<file path="config.mk">
export PLATFORM = sky130hd
export DESIGN_NAME = flash_read_cache
export DESIGN_NICKNAME = d
export VERILOG_FILES = /design/src/rtl/flash_cache_pkg.sv /design/src/rtl/flash_read_cache_sat_counter.sv /design/src/rtl/flash_read_cache.sv
export SDC_FILE = /design/constraint.sdc
export NUM_CORES = 1
export LEC_CHECK = 0
export BUFFER_PORTS_ARGS = -buffer_cell sky130_fd_sc_hd__buf_2
export CAP_MARGIN = 10
export CELL_PAD_IN_SITES_DETAIL_PLACEMENT = 0
export CELL_PAD_IN_SITES_GLOBAL_PLACEMENT = 1
export CORE_UTILIZATION = 54
export CTS_BUF_LIST = sky130_fd_sc_hd__clkbuf_16
export DETAILED_ROUTE_END_ITERATION = 12
export PLACE_DENSITY = 0.84
export SYNTH_ARGS = -nofsm -noshare
export SYNTH_HDL_FRONTEND = slang
export SYNTH_SLANG_ARGS = --single-unit
</file>
<file path="constraint.sdc">
create_clock -name clk -period 6.6 [get_ports clk]
set_input_delay 0.99 -clock clk [delete_from_list [all_inputs] [get_ports clk]]
set_output_delay 0.99 -clock clk [all_outputs]
set_load 0.005 [all_outputs]
</file>
<file path="src/rtl/flash_cache_pkg.sv">
//==============================================================================
// flash_cache_pkg : shared constants for the flash read cache
// Rev 1.0
//==============================================================================
`default_nettype none

package flash_cache_pkg;

  localparam int c_ADDR_BITS  = 20;
  localparam int c_INDEX_BITS = 4;
  localparam int c_CNT_BITS   = 16;

  localparam logic [1:0] c_IDLE      = 2'd0;
  localparam logic [1:0] c_FILL_REQ  = 2'd1;
  localparam logic [1:0] c_FILL_WAIT = 2'd2;

endpackage

`default_nettype wire

</file>
<file path="src/rtl/flash_read_cache_sat_counter.sv">
//==============================================================================
// sat_counter : WIDTH-bit incrementer that sticks at all-ones
// Rev 1.0
//==============================================================================
`default_nettype none

module sat_counter #(
  parameter int WIDTH = 16
) (
  input  logic             clk,
  input  logic             rst,
  input  logic             en,
  output logic [WIDTH-1:0] count
);

  always_ff @(posedge clk or posedge rst) begin
    if (rst) begin
      count <= '0;
    end else if (en && (count != '1)) begin
      count <= count + WIDTH'(1);
    end
  end

endmodule

`default_nettype wire

</file>
<file path="src/rtl/flash_read_cache.sv">
//==============================================================================
// flash_read_cache : direct-mapped one-word-per-line read cache for SPI flash
// Rev 1.0
//==============================================================================
`default_nettype none

module flash_read_cache
  import flash_cache_pkg::*;
#(
  parameter int ADDR_BITS  = c_ADDR_BITS,
  parameter int INDEX_BITS = c_INDEX_BITS,
  parameter int CNT_BITS   = c_CNT_BITS
) (
  input  logic                 clk,
  input  logic                 rst,
  input  logic                 rstrb,
  input  logic [ADDR_BITS-1:0] word_address,
  output logic [31:0]          rdata,
  output logic                 rbusy,
  input  logic                 flush,
  output logic                 flash_rstrb,
  output logic [ADDR_BITS-1:0] flash_word_address,
  input  logic [31:0]          flash_rdata,
  input  logic                 flash_rbusy,
  output logic [CNT_BITS-1:0]  hit_count,
  output logic [CNT_BITS-1:0]  miss_count
);

  localparam int c_LINES    = 1 << INDEX_BITS;
  localparam int c_TAG_BITS = ADDR_BITS - INDEX_BITS;

  logic [1:0]            r_state;
  logic                  r_wait_first;
  logic                  r_flush_pending;
  logic [c_LINES-1:0]    r_valid;
  logic [c_TAG_BITS-1:0] r_tag  [c_LINES];
  logic [31:0]           r_data [c_LINES];

  logic [INDEX_BITS-1:0] w_index;
  logic [c_TAG_BITS-1:0] w_tag;
  logic [INDEX_BITS-1:0] w_fill_index;
  logic [c_TAG_BITS-1:0] w_fill_tag;
  logic                  w_idle;
  logic                  w_hit;
  logic                  w_miss;
  logic                  w_fill_done;

  assign w_index      = word_address[INDEX_BITS-1:0];
  assign w_tag        = word_address[ADDR_BITS-1:INDEX_BITS];
  assign w_fill_index = flash_word_address[INDEX_BITS-1:0];
  assign w_fill_tag   = flash_word_address[ADDR_BITS-1:INDEX_BITS];

  assign w_idle      = (r_state == c_IDLE);
  assign w_hit       = w_idle && rstrb && r_valid[w_index] && (r_tag[w_index] == w_tag);
  assign w_miss      = w_idle && rstrb && !w_hit;
  // Busy is only trusted from the second wait cycle; the flash raises it late.
  assign w_fill_done = (r_state == c_FILL_WAIT) && !r_wait_first && !flash_rbusy;

  assign rbusy       = !w_idle;
  assign flash_rstrb = (r_state == c_FILL_REQ);

  always_ff @(posedge clk or posedge rst) begin
    if (rst) begin
      r_state            <= c_IDLE;
      r_wait_first       <= 1'b0;
      r_flush_pending    <= 1'b0;
      r_valid            <= '0;
      rdata              <= '0;
      flash_word_address <= '0;
    end else begin
      case (r_state)
        c_IDLE: begin
          if (w_hit) begin
            rdata <= r_data[w_index];
          end else if (w_miss) begin
            flash_word_address <= word_address;
            r_state            <= c_FILL_REQ;
          end
        end
        c_FILL_REQ: begin
          r_wait_first <= 1'b1;
          r_state      <= c_FILL_WAIT;
        end
        c_FILL_WAIT: begin
          r_wait_first <= 1'b0;
          if (w_fill_done) begin
            rdata   <= flash_rdata;
            r_state <= c_IDLE;
          end
        end
        default: r_state <= c_IDLE;
      endcase

      // A flush seen at any point of a fill keeps the filled line invalid.
      if (flush) begin
        r_valid <= '0;
      end else if (w_fill_done && !r_flush_pending) begin
        r_valid[w_fill_index] <= 1'b1;
      end

      if (w_fill_done) begin
        r_flush_pending <= 1'b0;
      end else if (flush && !w_idle) begin
        r_flush_pending <= 1'b1;
      end
    end
  end

  always_ff @(posedge clk) begin
    if (w_fill_done) begin
      r_tag[w_fill_index]  <= w_fill_tag;
      r_data[w_fill_index] <= flash_rdata;
    end
  end

  sat_counter #(.WIDTH(CNT_BITS)) u_hit_cnt (
    .clk   (clk),
    .rst   (rst),
    .en    (w_hit),
    .count (hit_count)
  );

  sat_counter #(.WIDTH(CNT_BITS)) u_miss_cnt (
    .clk   (clk),
    .rst   (rst),
    .en    (w_miss),
    .count (miss_count)
  );

endmodule

`default_nettype wire

</file>
Yosys cells after proc, flatten, opt, wreduce, memory -nomap -nowiden

Memory sizes are Yosys's and may differ from the RTL's.
Cells that the tools add are included.

Register bits: 104
Bits in writable memories: 768
Output and inout bits: 86
Word-level logic and storage cells: 68
Memories kept: 2

Add/sub/neg operators: 2
Magnitude comparators: 3
Equal/unequal tests: 9
Mux-type cells: 18
Bitwise gates (word level): 2
Reduce and logical (&&, ||, !) cells: 24

Memory list:

| name   | depth | width | rd ports | clocked after Yosys merged registers in | write ports | line                   | text |
|---|---|---|---|---|---|---|---|
| r_data | 16    | 32    | 1        | 0                                       | 1           | flash_read_cache.sv:37 | `logic [31:0] r_data [c_LINES];` |
| r_tag  | 16    | 16    | 1        | 0                                       | 1           | flash_read_cache.sv:36 | `logic [c_TAG_BITS-1:0] r_tag [c_LINES];` |

Operators with widths:

| cell                  | count |
|---|---|
| $mux 32               | 2 |
| $pmux 32 s2           | 1 |
| $add 16x1->16 const B | 2 |
| $mux 16               | 2 |
| $ne 16x16->1 const B  | 2 |
| $eq 16x16->1          | 1 |
| $or 16x16->16         | 1 |
| $logic_and 1x1->1     | 11 |
| $lt 4x5->1 const B    | 2 |
| $reduce_and 3->1      | 3 |
| $reduce_bool 2->1     | 4 |
| $mux 1                | 6 |
| $mux 2                | 3 |
| $pmux 2 s3            | 1 |
| $logic_not 1->1       | 5 |
| $bmux 1 s4            | 1 |
| $demux 1 s4           | 1 |
| $ge 4x1->1 const B    | 1 |
| $ne 2x1->1 const B    | 2 |
| $ne 2x2->1 const B    | 2 |
| $eq 2x1->1 const B    | 1 |
| $eq 2x2->1 const B    | 1 |
| $logic_not 2->1       | 1 |
| $pmux 1 s2            | 1 |
| $not 1->1             | 1 |

Depth between registers and ports, before layout

Gate-level depths: netlist of run 1.

Depth in word-level cells: 9
Depth in mapped cells: 15

Modules after synthesis

From an unflattened synthesis of run 1, not the netlist that was laid out.

Cell total of the unflattened synthesis: 1947
Area, all modules: 35726.8 sq um

Modules (own cells, without submodules):

| module           | times used | cells each | area an instance (sq um) | sequential area each (sq um) |
|---|---|---|---|---|
| flash_read_cache | 1          | 1805       | 34115.2                  | 24863.8 |
| sat_counter      | 2          | 71         | 805.8                    | 400.4 |

Worst setup path before layout of run 1

Ideal clock, no wire load.

Path kind: in2reg
From: input port flash_rbusy
To: memory r_data[4][0] (enable)
Library setup time: 0.513 ns
Data arrival time: 5.072 ns
Required time: 6.087 ns
Path slack: 1.015 ns
Stages: 4
Buffers on the path: 0
Cell sequence: nor3b_1 -> nand2_1 -> or2_2 -> nor3_1

Cells in the longest elaborated chain, start to end: 4

RTL lines:

| what                         | line                    | text |
|---|---|---|
| start, declared              | flash_read_cache.sv:24  | `input logic flash_rbusy,` |
| $logic_not 1->1              | flash_read_cache.sv:57  | `assign w_fill_done = (r_state == c_FILL_WAIT) && !r_wait_first && !flash_rbusy;` |
| $logic_and 1x1->1            | flash_read_cache.sv:57  |  |
| $mux 1                       | flash_read_cache.sv:110 | `if (w_fill_done) begin` |
| $mux 1 (implied by the code) | flash_read_cache.sv:112 | `r_data[w_fill_index] <= flash_rdata;` |
| end, declared                | flash_read_cache.sv:37  |  |

Every way passes these cells.

Final worst setup path of run 1

From: input port word_address[0]
To: register rdata[11]

Cells in the longest elaborated chain, start to end: 6
Elaborated cells on any way between the ends: 11

RTL lines:

| what                                                                  | line                   | text |
|---|---|---|
| start, declared                                                       | flash_read_cache.sv:17 | `input logic [ADDR_BITS-1:0] word_address,` |
| parallel branches: the longest is 6 deep, another holds $mem_v2 16x16 | --                     |  |
| end signal, assigned                                                  | flash_read_cache.sv:74 | `rdata <= r_data[w_index];` |
| end signal, assigned                                                  | flash_read_cache.sv:87 | `rdata <= flash_rdata;` |
| end, declared                                                         | flash_read_cache.sv:18 | `output logic [31:0] rdata,` |

Parallel ways; which one is timed is not known. The select of a mux whose other input is x is not followed.
A chain may end at the register's enable or synchronous reset.

==> results of run 1 <==
## synthesized netlist by cell type (all sizes together) (5+ instances only)
cell and n:
o21ai 11, nand2b 10, a21oi 15, mux2 89, nand3 29, mux4 218
buf 46, mux2i 41, ha 5, dfrtp 104, edfxtp 768, clkbuf 33
inv 12, xnor2 30, nor2 51, nor3 13, nand2 30, or2 5
xor2 19, nand4 9, nor2b 5, and3 12
## through the flow
step	cell area, sq um	hold slack, ns	setup WS, ns	utilization
2_1_floorplan	34330	0.4573	1.015	-
3_3_place_gp	36220	0.4675	1.262	0.5752
3_5_place_dp	36220	0.4776	1.213	0.5752
4_1_cts	39090	0.4881	1.888	0.6208
5_1_grt	39090	0.5190	1.774	0.6208
6_report	39090	0.4755	1.908	0.6208
## routing by layer
layer	part of all wire	up-vias
met5	0.00069	-
met4	0.026	8
met3	0.075	146
met2	0.49	787
met1	0.41	9021
li1	-	7009
## cells in the final DEF, fill, tap and decap left out, drive strengths merged, types with 3 or more instances in the layout
master	Yosys	routed
o21ai	11	11
and3	12	12
dfrtp	104	104
bufinv	0	13
nor3	13	13
nand2	30	30
clkinvlp	0	6
o221ai	3	3
inv	12	36
xor2	19	19
o22ai	3	3
nor2b	5	5
ha	5	5
a221oi	4	4
edfxtp	768	768
buf	46	183
a31oi	4	4
nor3b	3	3
nand3	29	29
mux2	89	89
xnor2	30	30
a21oi	15	15
a221o	3	3
nand4	9	9
mux2i	41	41
nor2	51	51
nand2b	10	10
clkinv	0	29
nor4	3	3
mux4	218	218
clkbuf	33	87
or2	5	5
and2	4	4
## how the worst max path moves through the flow
stage	from	to	slack, ns	cells after the start
after floorplan	flash_rbusy	r_data[4][0]$_DFFE_PP_	1.02	4
after global placement	word_address[0]	rdata[12]$_DFFE_PP0P_	1.26	10
after detailed placement	word_address[0]	rdata[7]$_DFFE_PP0P_	1.21	10
after CTS	word_address[0]	rdata[11]$_DFFE_PP0P_	1.89	10
after global routing	word_address[0]	rdata[11]$_DFFE_PP0P_	1.77	10
final	word_address[0]	rdata[11]$_DFFE_PP0P_	1.91	10
## cell families after synthesis
group	synth area share
flip-flops	0.7475
multiplexers	0.1874
AND/OR/NAND/NOR	0.02631
buffers and inverters	0.01235
AO/OA/AOI/OAI	0.01188
XOR/XNOR	0.01272
adder cells (fa/ha/maj)	0.001822
## power groups by stage
stage | sequential [mW] | clock, mW | combinational, mW
2_1_floorplan | 6.83 | 0 | 0.925
3_3_place_gp | 6.96 | 0 | 1.40
3_5_place_dp | 6.98 | 0 | 1.43
4_1_cts | 6.87 | 5.01 | 1.44
5_1_grt | 6.91 | 5.21 | 1.53
6_report | 6.87 | 4.96 | 1.42
## area by class of cell
type	count	share of cell area
Antenna cell	1	0.00006401
Inverter	12	0.001248
Timing Repair Buffer	183	0.02749
Tap cell	846	0.02708
Clock inverter	72	0.01776
Sequential cell	872	0.6565
Multi-Input combinational cell	644	0.2141
Clock buffer	87	0.05569
## worst register-to-register path, delay by kind of cell (launching register included)
kind | cells | cell delay (ns)
simple gates | 4 | 1.98
flops | 1 | 0.38
fa+ha+maj | 1 | 0.18
buf+inv | 3 | 1.29
## registers in the layout, indices dropped and copies added (netlist names)
signal / flops
r_flush_pending: 1
r_state: 2
r_valid: 16
u_hit_cnt.count: 16
u_miss_cnt.count: 16
r_wait_first: 1
r_tag: 256
flash_word_address: 20
rdata: 32
r_data: 512
==> out/metrics.yaml, run 1 <==
status: "finished clean"
crit_required_ns: 7.10
p_int_mw: 10.10
instances_no_fill: 2717
core_sq_mm: 0.06297
place.gp.congestion: 0.7959
io_buffer_count: 142
power_frac_seq: 0.518
clock-root-buffer: "clkbuf_16"
vias: 16970
fp.dieH_um: 254.2
synth_edf_count: 768
comb_power_share: 0.108
reg2reg_depth: 8
maxCapViolations: 0
ys_types: 58
slew_headroom: 0.1797
swShare: 0.2382
grt_pass1_wl_mm: 113.8
cp-end-kind: "register"
yosys_warnings: 0
min_period_ns: 4.692
worst-path-buf-inv: 2
numCtsBuffers: 85
dp_hpwl_mm: 41.51
rr_startpoint: "r_state[0]$_DFFE_PP0P_"
worst_r2r_endpoint: "r_data[11][16]$_DFFE_PP_"
final_antenna_net_count: 0
avgRoutedWirePerCell_um: 28.36
setup_viol: 0
hold_viol: 0
post_cts_resized: 0
critPathArrivalTime_ns: 5.19
cp_top_family: "simple AND/OR/NAND/NOR gates"
drc: 0
cts-hold-fix-buffers: 0
grt_pass1_vias: 17310
grt_max_degree: 78
clkSlewWorstSetupHoldPaths_ns: 0.07
finalCritPeriodShare: 0.7109
fin_nets: 1860
routed_wl_mm: 77.05
hp-class: "in -> async"
synth_flop_cell: "edfxtp_1"
drive_above_1_share: 0.3412
grt_overflow_total: 0
met2_usage: 0.3946
power_switching_mw: 3.157
fin_setup_tns_ns: 0
path_class: "in -> reg"
synth_area_leaders: "edfxtp_1 67%, mux4_2 14%, dfrtp_1 7.6%, mux2_2 1.9%, mux2_4 1.3%"
start_util: 0.5453
antenna_found_initial: 5
power.leakage_nw: 13.34
r2r_slack_ns: 2.39
synth.cell_area_sq_mm: 0.03433
cts_buffer_depth: 3
clk_latency_ns: 0.64
use_met1: 0.3482
worst-path-max-fanout: 71
slowest_delay_ns: 0.64
dp.cells: 2557
cts.sinks: 872
yosysTopAreaCellShare: 0.6717
grt-busiest-layer: "met2"
areaGrowthSynthToFinish_pct: 13.86
synth.largest_area_cell: "edfxtp_1"
seq_area_sq_mm: 0.02566
finalMaxSlewViolations: 0
finalPower_mw: 13.25
row_count: 92
first_pass_iters: 7
rsz0062_at_grt: "false"
irDropWorstVdd_mv: 0.2535
cts_tree: "yes"
met3_usage: 0.04828
via_per_inst: 6.246
tightest_slew_ns: 1.228
async_flop_share: 0.1193
skew_ns: 0.02842
powerDensity_mw_per_mm2: 339.0
syn-mean-instance-area_sq_um: 21.37
netlist_instances: 1607
die_area_sq_mm: 0.06459
critPathLaunchType: "primary input"
htree_levels: 3
postCtsSetupBuffers: 0
yosys_register_bits: 872
multi_input_area_sq_mm: 0.008371
cp_cell_sequence: "buf_8, mux4_2, xor2_1, o311ai_1, nand4_1, or4_1, or2_1, a21o_2, buf_4, mux2_4"
die_w_um: 254.2
synth_fp_nets: 1669
globalRouteTotalUtil: 0.2461
ios: 143
pwr-share-clk: 0.374
synth-seq-area-share: 0.7475
fmax_ghz: 0.2131
drt-initial-drc-count: 1873
critPathSlowestCell: "or4_1"
fillCellCount: 4236
(Power assumes the default switching activity.)
==> inputs of run 2 (changes only) <==
CORE_UTILIZATION = 49   (was 54)
PLACE_DENSITY = 0.8   (was 0.84)
clock period = 4.3 ns   (was 6.6 ns; I/O delays follow)
==> run 2 against run 1 <==
Utilization down 4.7 points. Critical path depth decreased by 1. Global-route usage is 2.3 points lower. Sequential share of layout area down 0.76 points. Critical path type is now reg -> reg. Largest cell class unchanged.
==> out/metrics.yaml, run 2 (synthesis gave the netlist of run 1 again) <==
largest_register_ffs: 512  # unchanged
grt_overflow_total: 0  # unchanged
power.leakage_nw: 13.54  # was 13.34 nW
dp_hpwl_mm: 41.98  # was 41.51 mm
globalRouteTotalUtil: 0.2232  # was 0.2461
min_period_ns: 3.601
drc: 0  # unchanged
p_int_mw: 15.63  # was 10.10 mW
slew_headroom: 0.2970  # was 0.1797
cts_buffer_depth: 3  # unchanged
cp.depth: 9  # was 10
power_frac_seq: 0.513  # was 0.518
power_switching_mw: 4.931  # was 3.157 mW
comb_power_share: 0.109  # was 0.108
numCtsBuffers: 88  # was 85
regMostFlops: "r_data"  # unchanged
dp_slack_ns: 0.1755  # was 1.213 ns
cpMostUsedCell: "mux4_2"
critPathLaunchType: "register"  # was primary input
postCtsSetupBuffers: 0  # unchanged
wl_met3_mm: 5.498  # was 5.791 mm
tightest_slew_ns: 1.055  # was 1.228 ns
fmax_ghz: 0.2777
die_area_sq_mm: 0.07113  # was 0.06459 sq mm
first_pass_iters: 5  # was 7
layout_common_cells: "768 x edfxtp_1, 218 x mux4_2, 139 x buf_2"  # unchanged
cp-end-kind: "register"  # unchanged
post_cts_resized: 0  # unchanged
cp_cell_sequence: "mux4_2, mux4_2, xnor2_2, nand4_1, or4_1, or2_1, a21o_2, buf_12, mux2_4"  # was buf_8, mux4_2, xor2_1, o311ai_1, nand4_1, or4_1, or2_1, a21o_2, buf_4, mux2_4
critPathArrivalTime_ns: 4.12  # was 5.19 ns
rsz0062_at_grt: "false"  # unchanged
drt-initial-drc-count: 1699  # was 1,873
worst_r2r_endpoint: "rdata[11]$_DFFE_PP0P_"  # was r_data[11][16]$_DFFE_PP_
place.gp.congestion: 0.7931  # was 0.7959
drive_above_1_share: 0.3495  # was 0.3412
routed-wl-met2_mm: 38.66  # was 37.90 mm
io_buffer_count: 142  # unchanged
via_per_inst: 5.962  # was 6.246
dpl_cell_area_sq_mm: 0.03660  # was 0.03622 sq mm
largestRegisters: "r_data x512, r_tag x256, rdata x32"  # unchanged
start_util: 0.4980  # was 0.5453
cts-hold-fix-buffers: 0  # unchanged
layout_commonest_cell: "edfxtp_1"  # unchanged
antenna_found_initial: 6  # was 5
fin_nets: 1881  # was 1,860
critPathSlowestCell: "or4_1"  # unchanged
cts.sinks: 872  # unchanged
crit_required_ns: 4.82  # was 7.10 ns
cp_top_family: "multiplexers"  # was simple AND/OR/NAND/NOR gates
ios: 143  # unchanged
powerDensity_mw_per_mm2: 519.9  # was 339.0 mW/mm^2
pwr-share-clk: 0.377  # was 0.374
skew_ns: 0.02108  # was 0.02842 ns
reg2reg_depth: 9  # was 8
clock-root-buffer: "clkbuf_16"  # unchanged
areaGrowthSynthToFinish_pct: 15.19  # was 13.86%
row_count: 96  # was 92
slowest_delay_ns: 0.64  # about the same
dp.cells: 2660  # was 2,557
grt_max_degree: 94  # was 78
finalMaxSlewViolations: 0  # unchanged
clk_latency_ns: 0.64  # about the same
htree_levels: 3  # unchanged
cts_tree: "yes"  # unchanged
grt_pass1_wl_mm: 114.6  # was 113.8 mm
worst-path-max-fanout: 32  # was 71
status: "finished clean"  # unchanged
instances_no_fill: 2827  # was 2,717
fillCellCount: 5069  # was 4,236
fin_setup_tns_ns: 0  # unchanged
maxCapViolations: 0  # unchanged
grt_pass1_vias: 17440  # was 17,310
fin_area_sq_mm: 0.03955  # was 0.03909 sq mm
fp.dieH_um: 266.7  # was 254.2 um
worst_slack_ns: 0.6994  # was 1.908 ns
drt-met1-wl_mm: 31.45  # was 31.29 mm
irDropWorstVdd_mv: 0.3549  # was 0.2535 mV
routed_wl_mm: 77.75  # was 77.05 mm
hold_viol: 0  # unchanged
clkSlewWorstSetupHoldPaths_ns: 0.06  # was 0.07 ns
finalCritPeriodShare: 0.8373
rr_startpoint: "r_tag[13][5]$_DFFE_PP_"  # was r_state[0]$_DFFE_PP0P_
die_w_um: 266.7  # was 254.2 um
setup_viol: 0  # unchanged
hp-class: "in -> async"  # unchanged
final_antenna_net_count: 0  # unchanged
highest_layer: "met5"  # unchanged
core_sq_mm: 0.06895  # was 0.06297 sq mm
swShare: 0.2398  # was 0.2382
path_class: "reg -> reg"  # was in -> reg
vias: 16850  # was 16,970
worst-path-buf-inv: 1  # was 2
avgRoutedWirePerCell_um: 27.50  # was 28.36 um
r2r_slack_ns: 0.70  # was 2.39 ns
[run 2: per-layer routing]
metal  up-vias  global-route usage
met3       137             0.03958
met1      8974              0.3083
met5         -                   0
met4         6             0.07844
li1       7056                   -
met2       681              0.3603
[run 2: worst max-delay path by stage]
stage                                      start                     end  slack, ns
after floorplan           r_state[0]$_DFFE_PP0P_  r_data[5][0]$_DFFE_PP_       0.15
after global placement           word_address[1]   rdata[21]$_DFFE_PP0P_       0.15
after detailed placement         word_address[0]    rdata[1]$_DFFE_PP0P_       0.18
after CTS                 r_tag[13][5]$_DFFE_PP_   rdata[11]$_DFFE_PP0P_       0.69
after global routing      r_tag[13][5]$_DFFE_PP_   rdata[11]$_DFFE_PP0P_       0.63
final                     r_tag[13][5]$_DFFE_PP_   rdata[11]$_DFFE_PP0P_       0.70
[run 2: metrics by stage]
| step | hold slack (ns) | utilization | total power [mW] |
|---|---|---|---|
| after floorplan | 0.4573 | - | 11.90 |
| after global placement | 0.4735 | 0.5308 | 12.92 |
| after detailed placement | 0.4788 | 0.5308 | 13.01 |
| after CTS | 0.1315 | 0.5736 | 20.73 |
| after global routing | 0.1760 | 0.5736 | 21.26 |
| final | 0.1238 | 0.5736 | 20.56 |
[run 2: layout make-up]
cell class              count  area [sq um]  share of cell area
flip-flops and latches    872         25660              0.6489
multi-input cells         644          8396              0.2123
clock buffers              89          2227             0.05631
repair buffers            201          1323             0.03344
well taps                 931          1165             0.02945
clock inverters            76         721.9             0.01825
inverters                  12         48.80            0.001234
diodes                      2         5.005           0.0001265
[run 2: power groups by stage]
stage / sequential (mW) / clock, mW / combinational (mW)
finish: 10.6 / 7.76 / 2.25
floorplan: 10.5 / 0 / 1.43
global route: 10.6 / 8.21 / 2.42
global placement: 10.7 / 0 / 2.23
CTS: 10.6 / 7.88 / 2.29
detailed placement: 10.7 / 0 / 2.28
